`src/rtl/mul_rs_dispatch.sv`:
```
// Multiply/divide reservation station: operand capture at issue or from the CDB,
// oldest-ready-first dispatch of one operation at a time to the mul/div unit.
module mul_rs_dispatch #(
  parameter int N_ENT = 3
) (
  input  logic       clk2,
  input  logic       rst_n,
  input  logic       iss_valid,
  output logic       iss_ready,
  input  logic [3:0] iss_func,
  input  logic [3:0] iss_rd,
  input  logic [2:0] iss_rob,
  input  logic       iss_v1,
  input  logic [7:0] iss_d1,
  input  logic [3:0] iss_q1,
  input  logic       iss_v2,
  input  logic [7:0] iss_d2,
  input  logic [3:0] iss_q2,
  input  logic       cdb_valid,
  input  logic [3:0] cdb_tag,
  input  logic [7:0] cdb_data,
  input  logic       ex_done,
  output logic       ex_b,
  output logic [2:0] rs_index,
  output logic [7:0] rs1_data,
  output logic [7:0] rs2_data,
  output logic [3:0] func,
  output logic [3:0] rd,
  output logic [2:0] rob_ind,
  output logic [1:0] mul_count,
  output logic       iss_err
);
  typedef enum logic {S_IDLE, S_WAIT} state_t;
  state_t state_q, state_d;

  logic [N_ENT-1:0] busy_q, busy_d, exec_q, exec_d, v1_q, v1_d, v2_q, v2_d;
  logic [3:0] func_q [N_ENT];
  logic [3:0] func_d [N_ENT];
  logic [3:0] rd_q   [N_ENT];
  logic [3:0] rd_d   [N_ENT];
  logic [2:0] rob_q  [N_ENT];
  logic [2:0] rob_d  [N_ENT];
  logic [3:0] q1_q   [N_ENT];
  logic [3:0] q1_d   [N_ENT];
  logic [3:0] q2_q   [N_ENT];
  logic [3:0] q2_d   [N_ENT];
  logic [7:0] d1_q   [N_ENT];
  logic [7:0] d1_d   [N_ENT];
  logic [7:0] d2_q   [N_ENT];
  logic [7:0] d2_d   [N_ENT];
  logic [1:0] age_q  [N_ENT];
  logic [1:0] age_d  [N_ENT];

  logic [1:0] count_q, count_d;
  logic       ex_b_q, err_q;
  logic [2:0] idx_q, rob_ind_q;
  logic [7:0] rs1_q, rs2_q;
  logic [3:0] func_out_q, rd_out_q;

  logic             legal, accept, do_free, dispatch, any_elig;
  logic [N_ENT-1:0] elig;
  logic [2:0]       free_idx, sel_idx, sel_rob;
  logic [1:0]       sel_age;
  logic [7:0]       sel_d1, sel_d2;
  logic [3:0]       sel_func, sel_rd;

  assign iss_ready = ~&busy_q;
  assign legal     = (iss_func == 4'b0010) || (iss_func == 4'b0011);
  assign accept    = iss_valid && iss_ready && legal;
  assign elig      = busy_q & ~exec_q & v1_q & v2_q;
  assign do_free   = (state_q == S_WAIT) && ex_done;

  // Strict '>' keeps the lower index on equal age.
  always_comb begin : pick
    free_idx = '0;
    sel_idx  = '0;
    sel_age  = '0;
    any_elig = 1'b0;
    sel_d1   = '0;
    sel_d2   = '0;
    sel_func = '0;
    sel_rd   = '0;
    sel_rob  = '0;
    for (int i = N_ENT - 1; i >= 0; i--) begin
      if (!busy_q[i]) free_idx = 3'(i);
    end
    for (int i = 0; i < N_ENT; i++) begin
      if (elig[i] && (!any_elig || age_q[i] > sel_age)) begin
        any_elig = 1'b1;
        sel_idx  = 3'(i);
        sel_age  = age_q[i];
        sel_d1   = d1_q[i];
        sel_d2   = d2_q[i];
        sel_func = func_q[i];
        sel_rd   = rd_q[i];
        sel_rob  = rob_q[i];
      end
    end
  end

  always_comb begin : fsm
    state_d  = state_q;
    dispatch = 1'b0;
    case (state_q)
      S_IDLE: if (any_elig) begin
        dispatch = 1'b1;
        state_d  = S_WAIT;
      end
      S_WAIT: if (ex_done) state_d = S_IDLE;
      default: state_d = S_IDLE;
    endcase
  end

  always_comb begin : entry_next
    busy_d = busy_q;
    exec_d = exec_q;
    v1_d   = v1_q;
    v2_d   = v2_q;
    func_d = func_q;
    rd_d   = rd_q;
    rob_d  = rob_q;
    q1_d   = q1_q;
    q2_d   = q2_q;
    d1_d   = d1_q;
    d2_d   = d2_q;
    age_d  = age_q;
    for (int i = 0; i < N_ENT; i++) begin
      if (cdb_valid && busy_q[i] && !v1_q[i] && q1_q[i] == cdb_tag) begin
        v1_d[i] = 1'b1;
        d1_d[i] = cdb_data;
      end
      if (cdb_valid && busy_q[i] && !v2_q[i] && q2_q[i] == cdb_tag) begin
        v2_d[i] = 1'b1;
        d2_d[i] = cdb_data;
      end
      if (accept && busy_q[i] && age_q[i] != 2'd3) age_d[i] = age_q[i] + 2'd1;
      if (dispatch && sel_idx == 3'(i)) exec_d[i] = 1'b1;
      if (do_free && idx_q == 3'(i)) begin
        busy_d[i] = 1'b0;
        exec_d[i] = 1'b0;
        v1_d[i]   = 1'b0;
        v2_d[i]   = 1'b0;
        age_d[i]  = 2'd0;
      end
      // The free entry comes from registered busy, so it never collides with do_free.
      if (accept && free_idx == 3'(i)) begin
        busy_d[i] = 1'b1;
        exec_d[i] = 1'b0;
        func_d[i] = iss_func;
        rd_d[i]   = iss_rd;
        rob_d[i]  = iss_rob;
        age_d[i]  = 2'd0;
        q1_d[i]   = iss_q1;
        q2_d[i]   = iss_q2;
        v1_d[i]   = iss_v1 || (cdb_valid && cdb_tag == iss_q1);
        d1_d[i]   = iss_v1 ? iss_d1 : cdb_data;
        v2_d[i]   = iss_v2 || (cdb_valid && cdb_tag == iss_q2);
        d2_d[i]   = iss_v2 ? iss_d2 : cdb_data;
      end
    end
    count_d = count_q;
    if (accept && !do_free)      count_d = count_q + 2'd1;
    else if (!accept && do_free) count_d = count_q - 2'd1;
  end

  always_ff @(posedge clk2 or negedge rst_n) begin
    if (!rst_n) begin
      state_q    <= S_IDLE;
      busy_q     <= '0;
      exec_q     <= '0;
      v1_q       <= '0;
      v2_q       <= '0;
      count_q    <= '0;
      ex_b_q     <= 1'b0;
      err_q      <= 1'b0;
      idx_q      <= '0;
      rs1_q      <= '0;
      rs2_q      <= '0;
      func_out_q <= '0;
      rd_out_q   <= '0;
      rob_ind_q  <= '0;
      for (int i = 0; i < N_ENT; i++) begin
        func_q[i] <= '0;
        rd_q[i]   <= '0;
        rob_q[i]  <= '0;
        q1_q[i]   <= '0;
        q2_q[i]   <= '0;
        d1_q[i]   <= '0;
        d2_q[i]   <= '0;
        age_q[i]  <= '0;
      end
    end else begin
      state_q <= state_d;
      busy_q  <= busy_d;
      exec_q  <= exec_d;
      v1_q    <= v1_d;
      v2_q    <= v2_d;
      count_q <= count_d;
      ex_b_q  <= dispatch;
      err_q   <= iss_valid && !legal;
      for (int i = 0; i < N_ENT; i++) begin
        func_q[i] <= func_d[i];
        rd_q[i]   <= rd_d[i];
        rob_q[i]  <= rob_d[i];
        q1_q[i]   <= q1_d[i];
        q2_q[i]   <= q2_d[i];
        d1_q[i]   <= d1_d[i];
        d2_q[i]   <= d2_d[i];
        age_q[i]  <= age_d[i];
      end
      if (dispatch) begin
        idx_q      <= sel_idx;
        rs1_q      <= sel_d1;
        rs2_q      <= sel_d2;
        func_out_q <= sel_func;
        rd_out_q   <= sel_rd;
        rob_ind_q  <= sel_rob;
      end
    end
  end

  assign ex_b      = ex_b_q;
  assign iss_err   = err_q;
  assign mul_count = count_q;
  assign rs_index  = idx_q;
  assign rs1_data  = rs1_q;
  assign rs2_data  = rs2_q;
  assign func      = func_out_q;
  assign rd        = rd_out_q;
  assign rob_ind   = rob_ind_q;
endmodule

```
`config.mk`:
```
export PLATFORM = sky130hd
export DESIGN_NAME = mul_rs_dispatch
export DESIGN_NICKNAME = d
export VERILOG_FILES = /design/src/rtl/mul_rs_dispatch.sv
export SDC_FILE = /design/constraint.sdc
export NUM_CORES = 1
export LEC_CHECK = 0
export ABC_AREA = 0
export ABC_CLOCK_PERIOD_IN_PS = 10050
export CAP_MARGIN = 0
export CORE_MARGIN = 2
export CORE_UTILIZATION = 55
export DETAILED_ROUTE_END_ITERATION = 8
export GPL_TIMING_DRIVEN = 0
export PLACE_DENSITY = 0.79
export SYNTH_ARGS = -nofsm -noshare
export SYNTH_HDL_FRONTEND = slang
export SYNTH_SLANG_ARGS = --single-unit
```
`constraint.sdc`:
```
create_clock -name clk2 -period 10.05 [get_ports clk2]
set_input_delay 2.01 -clock clk2 [delete_from_list [all_inputs] [get_ports clk2]]
set_output_delay 2.01 -clock clk2 [all_outputs]
set_load 0.005 [all_outputs]
```
# Yosys cells after proc, flatten, opt, wreduce, memory -nomap -nowiden
# Cells that the tools add are included.
totals:
  ff_bits: 158
  elab_cells: 247
  in_bits: 54
classes:
  muxes: 87
  n_lt_le_gt_ge: 2
  eq_ne: 19
  add_sub_neg: 5
  bitwise_logic: 5
  n_reduce_logical: 83
op_table:
  columns: ["op", "count"]
  rows:
  - ["2-to-1 mux 8 bit", 20]
  - ["logical AND 1 bit", 40]
  - ["2-to-1 mux 1 bit", 40]
  - ["nonzero test 3 bit", 12]
  - ["equality test 4 bit", 8]
  - ["2-to-1 mux 2 bit", 16]
  - ["2-to-1 mux 4 bit", 6]
  - ["nonzero test 2 bit", 10]
  - ["zero test 1 bit", 12]
  - ["2-to-1 mux 3 bit", 4]
  - ["bitwise AND 3 bit", 3]
  - ["equality test 3 x 1 -> 1 bit, second input constant", 3]
  - ["equality test 3 x 2 -> 1 bit, second input constant", 3]
  - ["zero test 3 bit", 3]
  - ["adder 2 x 1 -> 2 bit, second input constant", 4]
  - ["equality test 4 x 2 -> 1 bit, second input constant", 2]
  - ["inequality test 2 bit, second input constant", 3]
  - ["logical OR 1 bit", 5]
  - ["> comparator 2 bit", 2]
  - ["NOT 3 bit", 1]
  - ["AND reduction 3 bit", 1]
  - ["one-hot mux 1 bit (2 select lines)", 1]
  - ["subtractor 2 x 1 -> 2 bit, second input constant", 1]
  - ["NOT 1 bit", 1]

# Depth between registers and ports, before layout
depth:
  word_depth: 19
  mapped_depth: 15

# Least setup slack after synthesis
# No wires, ideal clock.
synth_timing:
  kind: "register to register"
  from: "register busy_q[0]"
  to: "register func_out_q[0], in the netlist func[0]"
  period_less_slack_ns: 3.416
  arrival_time_ns: 3.290
  path_stages_with_launch: 15
  slack_ns: 6.634
  t_required_ns: 9.924
  n_path_buf: 2
  path_cell_list: "dfrtp_1 buf_2 and4b_1 and2_1 ha_1 a221oi_2 nor2_1 a22o_1 ha_1 and2_1 a211oi_4 a211oi_2 buf_2 a22o_1 o32a_1"
synth_via:
  elab_chain_len: 14
synth_rtl:
  columns: ["element", "line", "text"]
  rows:
  - ["start, declared", "36", "logic [N_ENT-1:0] busy_q, busy_d, exec_q, exec_d, v1_q, v1_d, v2_q, v2_d;"]
  - ["start signal, assigned", "194", "busy_q <= busy_d;"]
  - ["bitwise AND 3 bit (*) (3 in a row)", "70", "assign elig = busy_q & ~exec_q & v1_q & v2_q;"]
  - ["2-to-1 mux 2 bit or 2-to-1 mux 1 bit (tied branches)", "88", "if (elig[i] && (!any_elig || age_q[i] > sel_age)) begin"]
  - ["> comparator 2 bit or zero test 1 bit (tied branches)", "88", null]
  - ["logical OR 1 bit", "88", null]
  - ["logical AND 1 bit", "88", null]
  - ["2-to-1 mux 2 bit or 2-to-1 mux 1 bit (tied branches)", "88", null]
  - ["> comparator 2 bit or zero test 1 bit (tied branches)", "88", null]
  - ["logical OR 1 bit", "88", null]
  - ["logical AND 1 bit", "88", null]
  - ["2-to-1 mux 1 bit", "88", null]
  - ["2-to-1 mux 1 bit", "105", "S_IDLE: if (any_elig) begin"]
  - ["2-to-1 mux 1 bit", "104", "case (state_q)"]
  - ["end signal, assigned", "215", "func_out_q <= sel_func;"]
  - ["end, declared", "58", "logic [3:0] func_out_q, rd_out_q;"]
# Mark *: on every way between the ends. The rest lies on a longest branch, timed or not.
# A chain may end at the register's enable or synchronous reset.

# Worst setup path after layout
layout_timing:
  from: "register busy_q[0]"
  to: "register rd_out_q[1], in the netlist rd[1]"
layout_via:
  elab_chain_len: 14
layout_rtl:
  columns: ["element", "line", "text"]
  rows:
  - ["bitwise AND 3 bit (*) (3 in a row)", "70", null]
  - ["2-to-1 mux 2 bit or 2-to-1 mux 1 bit (tied branches)", "88", null]
  - ["> comparator 2 bit or zero test 1 bit (tied branches)", "88", null]
  - ["logical OR 1 bit", "88", null]
  - ["logical AND 1 bit", "88", null]
  - ["2-to-1 mux 2 bit or 2-to-1 mux 1 bit (tied branches)", "88", null]
  - ["> comparator 2 bit or zero test 1 bit (tied branches)", "88", null]
  - ["logical OR 1 bit", "88", null]
  - ["logical AND 1 bit", "88", null]
  - ["2-to-1 mux 1 bit", "88", null]
  - ["2-to-1 mux 1 bit", "105", null]
  - ["2-to-1 mux 1 bit", "104", null]
  - ["end signal, assigned", "216", "rd_out_q <= sel_rd;"]
  - ["end, declared", "58", null]
# Marks and branches as above.

==> metrics.csv <==
stage;metric;value;unit
status;status;finished, final reports clean;
placement;placedCellCount;985;
pwr;power.leakage;4.18;nW
layout;drive_above_1_share;8.17;%
critical_path;reg2reg_depth;15;
floorplanning;dieArea;0.0140;mm^2
clock_network;holdBufCountCts;0;
critical_path;worst-path-max-fanout;10;
clock_network;cts_setup_buffers;0;
min_path;hold_class;reg2reg;
route;vias;6187;
layout;diodes;0;
layout;final_cell_mix;dfrtp_1 (157), nor2_1 (144), nand2_1 (135), clkdlybuf4s50_1 (82), o22ai_1 (50);
synthesis;synthSimpleGateAreaFrac;19.8;%
clock_network;clock_path_buffers;2;
critical_path;crit_type;reg2reg;
run;maxCapViolCount;0;
global_routing;grt_pass1_vias;6446;
route;drc;0;
layout;area.growth.synth_to_final;23.4;%
placement;place_hpwl;14100;um
floorplanning;coreArea;0.0127;mm^2
global_routing;grt_overflow_total;0;
clock_network;tritoncts;yes;
critical_path;cp_data_required_time;10.41;ns
route;wl_per_cell;20.3;um
floorplanning;num_rows;41;
critical_path;crit_arrival;4.53;ns
timing;finalClockSkew;0.00912;ns
clock_network;clock_latency;0.43;ns
timing;grt_setup_unrepaired;false;
min_path;min_path_cells;2;
timing;hold_violations;0;
route;first_pass_iters;7;
route;drt_iter0_markers;590;
synthesis;yosys_warnings;0;
synthesis;yosysSeqAreaShare;54.7;%
pwr;power;2.30;mW
synthesis;syn-instance-count;729;
min_path;min_to;func[1];
synthesis;netlist_area;0.00718;mm^2
critical_path;r2r-end;rd[1];
global_routing;antenna_found_initial;0;
floorplanning;dieHeight;118;um
clock_network;cts_buffers;17;
timing;layout_min_cycle_time;4.17;ns
timing;worstMarginPinSlew;1.08;ns
global_routing;grt_start_max_net_pins;85;
layout;mostFrequentLayoutCell;dfrtp_1;
critical_path;timing.rr.start;busy_q[0];
pwr;vdd_drop_max;0.179;mV
route;ant_nets;0;
placement;port_buffers;83;
placement;gp_congestion;0.898;
floorplanning;num_io_pins;89;
critical_path;endpoint_kind;register;
timing;setup_viol;0;
synthesis;async_flop_share;100;%
synthesis;synth_top_family_by_area;simple AND/OR/NAND/NOR gates;
timing;relSlewSlack;27.9;%
clock_network;cts_root_buffer;clkbuf_16;
timing;setup_tns;0;ns
synthesis;synth_compound_area_share;14.4;%
route;routed_wl;20700;um
global_routing;grt.total_usage;30.7;%
clock_network;cts.clk_slew.worst_paths;0.06;ns
synthesis;ys_ff_latch;157;
layout;nets;894;
synthesis;synth_cell_type_count;52;
timing;max_freq;0.240;GHz
floorplanning;die_w;118;um
synthesis;synth_edf_count;0;
route;vias_per_cell;6.08;
synthesis;syn-mean-instance-area;9.85;um^2
clock_network;h-tree-depth;4;
floorplanning;initial_core_util;56.7;%
synthesis;synth_adder_area_share;1.39;%
min_path;hold_start;func_q[5];
clock_network;cts_sinks;157;
synthesis;syn-num-nets;791;
layout;stdcell_count;1017;
synthesis;synth_xor_area_share;4.64;%
layout;nFillCells;976;
timing;slew_violations;0;
clock_network;cts_resized;0;
critical_path;cp-start-kind;register;
pwr;powerDensity;259;mW/mm^2
critical_path;r2r_setup_slack;5.88;ns
synthesis;synthFlopType;dfrtp_1;
synthesis;synthMuxAreaShare;2.93;%
timing;period_share;41.5;%
global_routing;grt_first_pass_wirelength;33400;um
-- cells by family after synthesis --
kind of cell,Yosys count
buffers and inverters,36
flip-flops,157
AO/OA/AOI/OAI,134
multiplexers,19
other,1
adder cells (fa/ha/maj),8
AND/OR/NAND/NOR,336
XOR/XNOR,38
-- worst max-delay path, stage by stage, from the launching register on --
cell      delay, ns
dfrtp_1        0.31
buf_2          0.19
and4b_1        0.34
nand2_1        0.08
ha_1           0.34
nand2b_1       0.11
a22o_1         0.24
a21oi_1        0.22
a22oi_1        0.14
ha_1           0.31
and2_1         0.20
a211oi_4       0.09
nor3_1         0.76
buf_2          0.42
a22o_1         0.20
o32a_1         0.15
-- registers in the layout, indices dropped and copies added, names as in the netlist, 4 cells and up --
| name | count |
|---|---|
| age_q | 6 |
| rs2_data | 8 |
| rs1_data | 8 |
| d2_q | 24 |
| func_q | 12 |
| rd_q | 12 |
| q2_q | 12 |
| q1_q | 12 |
| func | 4 |
| d1_q | 24 |
| rd | 4 |
| rob_q | 9 |
-- cell type report --
cell class / instances / area [um^2] / area share [%]
well taps: 172 / 215 / 2.43
inverters: 6 / 22.5 / 0.254
multi-input cells: 536 / 3100 / 35.0
flip-flops and latches: 157 / 3930 / 44.4
clock buffers: 22 / 494 / 5.58
repair buffers: 84 / 860 / 9.70
clock inverters: 10 / 111 / 1.26
plain buffers: 30 / 130 / 1.47
-- synthesized netlist by cell type, types with 2 or more instances --
cell type,n,area [um^2]
nand4b_1,3,26.3
nand3b_1,2,15.0
dfrtp_1,157,3930
xnor2_1,11,96.3
o22ai_1,50,313
a21oi_1,8,40.0
a22o_1,18,158
inv_1,5,18.8
clkbuf_1,17,63.8
ha_1,8,100
mux2i_1,3,30.0
o22a_1,2,17.5
mux2_2,16,180
or3_1,5,31.3
nor2_1,144,541
buf_2,11,55.1
o32a_1,16,160
a222oi_1,11,110
xor2_1,27,236
nand2b_1,7,43.8
o21ai_1,2,10.0
nand3_1,5,25.0
and2_1,10,62.6
a31oi_1,2,12.5
nor3_1,14,70.1
o21ai_0,6,30.0
nand2_1,135,507
a21o_1,6,45.0
a2bb2oi_1,4,35.0
o21bai_1,2,15.0
-- how the worst max path moves through the flow --
stage | startpoint | to | slack [ns] | depth (start not counted)
after floorplan | busy_q[0] | func[0] | 6.63 | 14
after global placement | rst_n | rob_q[2] | 0.85 | 1
after detailed placement | iss_func[2] | d1_q[1] | 5.72 | 6
after CTS | busy_q[0] | rd[1] | 5.95 | 15
after global routing | busy_q[0] | func[1] | 5.70 | 15
final | busy_q[0] | rd[1] | 5.88 | 15
-- routing by layer --
metal	track usage (%)	vias to the layer above	wire, um	part of all wire, %
li1	-	2750	-	-
met1	39.2	3075	8490	41
met2	50.8	313	10000	49
met3	7.29	49	1700	8.2
met4	11.7	0	436	2.1
met5	0	-	0	0
-- report_power, final --
| part | internal [mW] | switching, mW |
|---|---|---|
| clock network | 0.398 | 0.254 |
| registers | 0.867 | 0.161 |
| logic | 0.316 | 0.300 |
-- through the flow --
step | hold WS, ns | utilization [%] | setup slack, ns | area (um^2)
after detailed placement | 0.454 | 65.1 | 5.72 | 8250
after global routing | 0.502 | 69.9 | 5.70 | 8860
after CTS | 0.467 | 69.9 | 5.95 | 8860
after floorplan | 0.434 | - | 6.63 | 7180
final | 0.464 | 69.9 | 5.88 | 8860
after global placement | 0.450 | 64.9 | 0.854 | 8220
Note: power is estimated with default switching activity, not from simulation.
